**src/rtl/shifter_pkg.sv**
```systemverilog
// rtl/shifter_pkg.sv - mode encodings and default width for the universal shift register
package shifter_pkg;

   localparam int DEFAULT_WIDTH = 4;

   typedef enum logic [1:0] {
      MODE_HOLD = 2'b00,
      MODE_SHR  = 2'b01,
      MODE_SHL  = 2'b10,
      MODE_LOAD = 2'b11
   } mode_e;

endpackage

```
**src/rtl/shifter_next_mux.sv**
```systemverilog
// rtl/shifter_next_mux.sv - next-state select; UNIVERSAL_SHIFTER_ROTATE_EN turns shifts into rotates
module shifter_next_mux
   import shifter_pkg::*;
#(
   parameter int WIDTH = DEFAULT_WIDTH
) (
   input  logic [WIDTH-1:0] i_q,
   input  logic [1:0]       i_mode,
   input  logic [WIDTH-1:0] i_data_in,
   output logic [WIDTH-1:0] o_next_q
);

   logic w_fill_msb;
   logic w_fill_lsb;

`ifdef UNIVERSAL_SHIFTER_ROTATE_EN
   assign w_fill_msb = i_q[0];
   assign w_fill_lsb = i_q[WIDTH-1];
`else
   assign w_fill_msb = 1'b0;
   assign w_fill_lsb = 1'b0;
`endif

   // Unknown mode values fall through to default and hold the register.
   always_comb begin
      o_next_q = i_q;
      case (i_mode)
         MODE_SHR:  o_next_q = {w_fill_msb, i_q[WIDTH-1:1]};
         MODE_SHL:  o_next_q = {i_q[WIDTH-2:0], w_fill_lsb};
         MODE_LOAD: o_next_q = i_data_in;
         default:   o_next_q = i_q;
      endcase
   end

endmodule

```
**src/rtl/universal_shift_register.sv**
```systemverilog
// rtl/universal_shift_register.sv - hold/shift/load register; shifts rotate when UNIVERSAL_SHIFTER_ROTATE_EN is defined
module universal_shift_register
   import shifter_pkg::*;
#(
   parameter int WIDTH = DEFAULT_WIDTH
) (
   input  logic             clk,
   input  logic             reset,
   input  logic [WIDTH-1:0] data_in,
   input  logic [1:0]       mode,
   output logic [WIDTH-1:0] data_out
);

   logic [WIDTH-1:0] r_q;
   logic [WIDTH-1:0] w_next_q;

   shifter_next_mux #(.WIDTH(WIDTH)) u_next_mux (
      .i_q       (r_q),
      .i_mode    (mode),
      .i_data_in (data_in),
      .o_next_q  (w_next_q)
   );

   always_ff @(posedge clk) begin
      if (reset) begin
         r_q <= '0;
      end else begin
         r_q <= w_next_q;
      end
   end

   assign data_out = r_q;

`ifndef SYNTHESIS
   logic             r_was_hold;
   logic [WIDTH-1:0] r_q_before;

   // Remember whether the previous edge was a HOLD so the next edge can confirm q did not move.
   always_ff @(posedge clk) begin
      r_was_hold <= !reset && (mode == MODE_HOLD);
      r_q_before <= r_q;
      if (!reset) begin
         assert (!$isunknown(mode)) else $error("mode is X/Z");
      end
      if (r_was_hold === 1'b1) begin
         assert (r_q == r_q_before) else $error("data_out changed during HOLD");
      end
   end
`endif

endmodule

```
**config.mk**
```make
export PLATFORM = sky130hd
export DESIGN_NAME = universal_shift_register
export DESIGN_NICKNAME = d
export VERILOG_FILES = /design/src/rtl/shifter_pkg.sv /design/src/rtl/shifter_next_mux.sv /design/src/rtl/universal_shift_register.sv
export SDC_FILE = /design/constraint.sdc
export NUM_CORES = 1
export LEC_CHECK = 0
export ABC_AREA = 1
export ABC_CLOCK_PERIOD_IN_PS = 800
export CORE_AREA = 5 5 42 44
export CTS_BUF_LIST = sky130_fd_sc_hd__clkbuf_8 sky130_fd_sc_hd__clkbuf_16
export CTS_CLUSTER_SIZE = 24
export DETAILED_ROUTE_END_ITERATION = 16
export DIE_AREA = 0 0 47 49
export MAX_ROUTING_LAYER = met4
export PLACE_DENSITY = 0.5
export SYNTH_ARGS = -nofsm -noshare
export SYNTH_HDL_FRONTEND = slang
export SYNTH_SLANG_ARGS = --single-unit
```
**constraint.sdc**
```tcl
create_clock -name clk -period 0.8 [get_ports clk]
set_input_delay 0.16 -clock clk [delete_from_list [all_inputs] [get_ports clk]]
set_output_delay 0.16 -clock clk [all_outputs]
set_load 0.005 [all_outputs]
```
==> impl_metrics.py <==
metrics = {
    "drt": {
        "drt-total-wl_um": 644,
        "viasPerCell": 3.82,
        "first_iter_violations": 0,
        "vias": 279,
        "drtPass1Iterations": 1,
        "ant_nets": 0,
        "wl_per_cell_um": 8.82,
        "drc": 0,
    },
    "setup_path": {
        "reg2reg_to": "data_out[1]",
        "cp_top_family": "flip-flops",
        "rr_startpoint": "data_out[2]",
        "cp_slowest_cell": "dfxtp_2",
        "worst_ep_required_time_ns": 0.64,
        "critPathCaptureType": "primary output",
        "crit_chain": "buf_2",
        "critPathLaunch": "data_out[1]",
        "ff2ff_path_depth": 5,
        "start_kind": "flip-flop",
        "reg2reg_slack_ns": 0.03,
        "cp_num_buf_inv": 1,
        "critical-path-max-stage-delay_ns": 0.31,
        "path_max_fanout": 2,
        "worstPathArrival_ns": 0.64,
        "path_class": "flip-flop to primary output",
    },
    "yosys": {
        "ys_seq_area_share_pct": 33.9,
        "async_flop_share_pct": 0,
        "synth-seq-cells": 4,
        "synth_edf_count": 0,
        "netlist_top_cells_count": "nand2_1, nand3_1, inv_1",
        "synth_area_leaders": "dfxtp_1, nand3_1, nand2_1, inv_1, nor2_1",
        "synth_area_um2": 236,
        "synth_top_cell_area_share_pct": 33.9,
        "synth_nets": 47,
        "synth_cell_types": 11,
        "ys.flop_type": "dfxtp_1",
        "synth.most_common_cell": "nand2_1",
        "avgSynthCellArea_um2": 6.06,
        "synth_top_cell_by_area": "dfxtp_1",
        "ys_warn_count": 0,
        "synthCells": 39,
    },
    "clock_tree": {
        "clk_pin_slew_ns": 0.03,
        "cts_root_buf": "clkbuf_8",
        "cts_tree": "yes",
        "clockBufferDepth": 2,
        "cts_sinks": 4,
        "cts_setup_buffers": 0,
        "insertion_delay_ns": 0.21,
        "cts_made_buffers": 3,
        "h-tree-depth": 1,
        "cts_hold_buffers": 0,
    },
    "die": {
        "start_util_pct": 16.9,
        "core_area_um2": 1400,
        "die_y_um": 49,
        "rows": 14,
        "dieArea_um2": 2300,
        "io_pins": 12,
        "die_x_um": 47,
    },
    "finish": {
        "filler_cell_count": 159,
        "largest_register_ffs": 4,
        "area_growth_pct": 96.3,
        "final_layout_size_suffix_gt1_share_pct": 56.1,
        "nNetsFinal": 67,
        "num_antenna_cells": 0,
        "final-instance-count-excl-fill": 73,
    },
    "sta": {
        "worst_pin_slew_ns": 0.153,
        "fin_setup_tns_ns": -0.00187,
        "final.setup.worst_slack_ns": -0.00187,
        "min_period_ns": 0.802,
        "finalMaxSlewViolations": 0,
        "finalCritPeriodShare_pct": 100,
        "hold_viol": 0,
        "skew_ns": 0.00114,
        "final-setup-viol-count": 1,
        "fmax_mhz": 1250,
        "timing.slew.headroom_pct": 89.8,
        "grt_setup_unrepaired": "true",
    },
    "status": {
        "violations": "setup timing",
        "status": "complete, but fails checks",
    },
    "place": {
        "io_buffers": 11,
        "dp_slack_ns": -0.464,
        "dp.cells": 70,
        "place.gp.congestion": 0.723,
    },
    "global_route": {
        "grt_overflow_total": 0,
        "grt_pass1_vias": 252,
        "grt_max_degree": 8,
        "grt_pass1_wl_um": 972,
        "grt_antenna_before_repair": 0,
        "track_usage_pct": 6.35,
    },
    "hold_path": {
        "worstHoldEndpoint": "data_out[0]",
        "hold_path_class": "input pin to flip-flop",
        "whs_path_depth": 2,
        "min-delay-start": "reset",
    },
    "power": {
        "p_leak_nw": 0.232,
        "pwr_density_cell_nw_per_um2": 1720,
        "ir_drop_uv": 847,
    },
    "run": {
        "maxCapViolations": 0,
    },
}
==> report_power, final <==
| part | switching (mW) | leakage, nW | total (mW) | internal (mW) |
|---|---|---|---|---|
| logic | 0.0711 | 0.176 | 0.158 | 0.0870 |
| registers | 0.00740 | 0.0344 | 0.223 | 0.216 |
| clock network | 0.0973 | 0.0216 | 0.418 | 0.320 |
| total | 0.176 | 0.232 | 0.799 | 0.623 |
==> area by class of cell <==
type | instances | area (um2) | area share (%)
clock buffers | 3 | 41.3 | 8.89
multi-input cells | 26 | 148 | 31.8
well taps | 16 | 20.0 | 4.31
flip-flops and latches | 4 | 85.1 | 18.3
inverters | 8 | 30.0 | 6.47
repair buffers | 16 | 140 | 30.2
==> metal layers <==
metal	global-route usage (%)	wire, um
met5	-	0
met4	6.91	8
met2	7.01	268
met1	7.68	288
met3	2.58	79
==> logic make-up after synthesis <==
family | count (synthesis) | synth area share (%)
and+or+nand+nor | 21 | 38.1
buffers and inverters | 9 | 17.5
DFF | 4 | 33.9
AOI/OAI and AO/OA | 5 | 10.6
==> worst max-delay path by stage <==
stage / depth (start not counted) / end
finish: 1 / data_out[1]
global route: 1 / data_out[2]
CTS: 1 / data_out[2]
detailed placement: 6 / data_out[1]
global placement: 6 / data_out[1]
floorplan: 5 / data_out[1]
==> cells in the final DEF (no fill, tap or decap), types with 3 or more instances in the layout <==
master / count
inv_2: 4
nand3_1: 4
buf_6: 4
clkdlybuf4s50_1: 4
nand2_1: 7
nand2_2: 3
clkbuf_8: 3
nand3_2: 3
inv_1: 4
buf_4: 3
dfxtp_2: 4
==> timing repair <==
| action | in CTS | in global routing |
|---|---|---|
| endpoints found under the hold margin | 0 | 0 |
| pin swaps | 4 | 5 |
| resized for setup | 25 | 18 |
| endpoints found under the setup margin | 8 | 8 |
==> metrics by stage <==
stage | power [mW] | hold WS (ns) | util (%) | cell area, um2
6_report | 0.799 | 0.167 | 33.1 | 464
2_1_floorplan | 0.280 | 0.229 | - | 236
3_3_place_gp | 0.367 | 0.582 | 28.0 | 393
3_5_place_dp | 0.367 | 0.582 | 28.0 | 393
4_1_cts | 0.793 | 0.454 | 30.5 | 428
5_1_grt | 0.847 | 0.192 | 33.1 | 464
Note: power is estimated with default switching activity, not from simulation.
==> RTL change, RTL diff (config.mk and constraints unchanged) <==
`DEFAULT_WIDTH`: 4 -> 6.
--- a/src/rtl/shifter_pkg.sv
+++ b/src/rtl/shifter_pkg.sv
@@ -2,5 +2,5 @@
 package shifter_pkg;
 
-   localparam int DEFAULT_WIDTH = 4;
+   localparam int DEFAULT_WIDTH = 6;
 
    typedef enum logic [1:0] {
Ports: changed (resized data_in and data_out); port bits go from 12 to 16. The function was not compared with the original's and may differ.
==> RTL change against the unedited design <==
- the flow still finishes with violations (setup timing)
- wire length grew 64%
- sequential cell count grew 2
- power grew 31%
- design area grew 47%
- area after synthesis grew 61%
- synthesized cell count grew 51%
- cell count grew 40%
- worst setup slack lost 11 ps
- maximum frequency shrank 1.3%
- critical path type is now flip-flop to flip-flop
- largest power group unchanged
==> RTL change: results (changes against the unedited design) <==
HP Class -> input pin to flip-flop
crit-path max FO -> 3 (+1)
Via-to-Cell Ratio -> 4.39 (+15%)
WL/cell -> 10.4 um (+17%)
met3 usage in global routing -> 4.43% (+1.8 points)
Antenna diodes -> 0 (unchanged)
IO Port Bufs -> 15 (+4)
WP data arrival -> 930 ps (+290 ps)
Synth top cells by count -> nand2_1, nand3_1, inv_1
post-CTS setup repair buffer count -> 1 (+1)
Hold Crit Start -> mode[1]
routed wl met2 -> 503 um (+88%)
total wire length -> 1.06 mm (+64%)
final setup vio count -> 5 (+4)
final worst slack -> -12.7 ps (-10.9 ps)
Fillers -> 155 (-2.5%)
top cells by area, synth -> dfxtp_1, nand2_1, nand3_1, inv_1, buf_6
Compound-Gate Fraction of Synth Area -> 9.87% (-0.71 points)
hold_ws -> 396 ps (+229 ps)
RD Place Congestion -> 0.825 (+14%)
comb pwr -> 0.259 mW (+64%)
grt met1 use -> 13.7% (+6.0 points)
CP endpoint kind -> flip-flop
Slew headroom -> 89.9% (+0.17 points)
pin count of the biggest net entering global routing -> 9 (+1)
Mapped Nets -> 69 (+47%)
status -> finished with violations
via count of the first global-routing pass -> 439 (+74%)
Area Overhead vs Synth -> 78.9%
layout cells sized above 1 -> 48.8% (-7.3 points)
global-route wire length before repair -> 1.81 mm (+87%)
post-cts sizing count -> 43 (+72%)
failing checks -> setup timing
register area share after synthesis -> 31.6% (-2.3 points)
library cells used by synthesis -> 13 (+2)
Mapped Cells -> 59 (+51%)
iteration count of the initial detailed-routing pass -> 4 (+3)
worst hold path cell count -> 5 (+3)
worst clock skew -> 0.633 ps (-0.506 ps)
Root Driver -> clkbuf_8
peak supply drop -> 0.990 mV (+17%)
gr usage total -> 11.1% (+4.8 points)
M1 WL -> 474 um (+65%)
Switch Pwr -> 0.255 mW (+45%)
max reg flops -> 6 (+2)
placed cells -> 98 (+40%)
## RTL change: changes by cell type after synthesis, sizes merged
cell / delta
a21oi: +1
buf: +1
dfxtp: +2
inv: +2
nand2: +7
nand3: +3
nor2: +3
o21bai: +1
## RTL change: stage by stage
stage                     instance area, um2  setup WS, ps  setup TNS, ps
after floorplan                          380          98.9              0
after global placement                   603          -474          -3740
after detailed placement                 603          -482          -3820
after CTS                                654         -19.4          -93.1
after global routing                     681         -99.9           -355
final                                    681         -12.7          -44.7
## RTL change: logic make-up after synthesis
kind of cell    Yosys count
compound gates            7
buf+inv                  12
flops                     6
simple gates             34
## RTL change: area by class of cell
class | count | area share, %
Clock buffer | 3 | 6.07
Inverter | 10 | 6.25
Multi-Input combinational cell | 41 | 32.7
Sequential cell | 6 | 18.7
Tap cell | 16 | 2.94
Timing Repair Buffer | 26 | 33.3
## RTL change: tightest hold or removal path, stage by stage
cell,delay (ps)
clkbuf_2,120
buf_4,120
nand2_1,60
nand3_2,70
a21oi_2,40
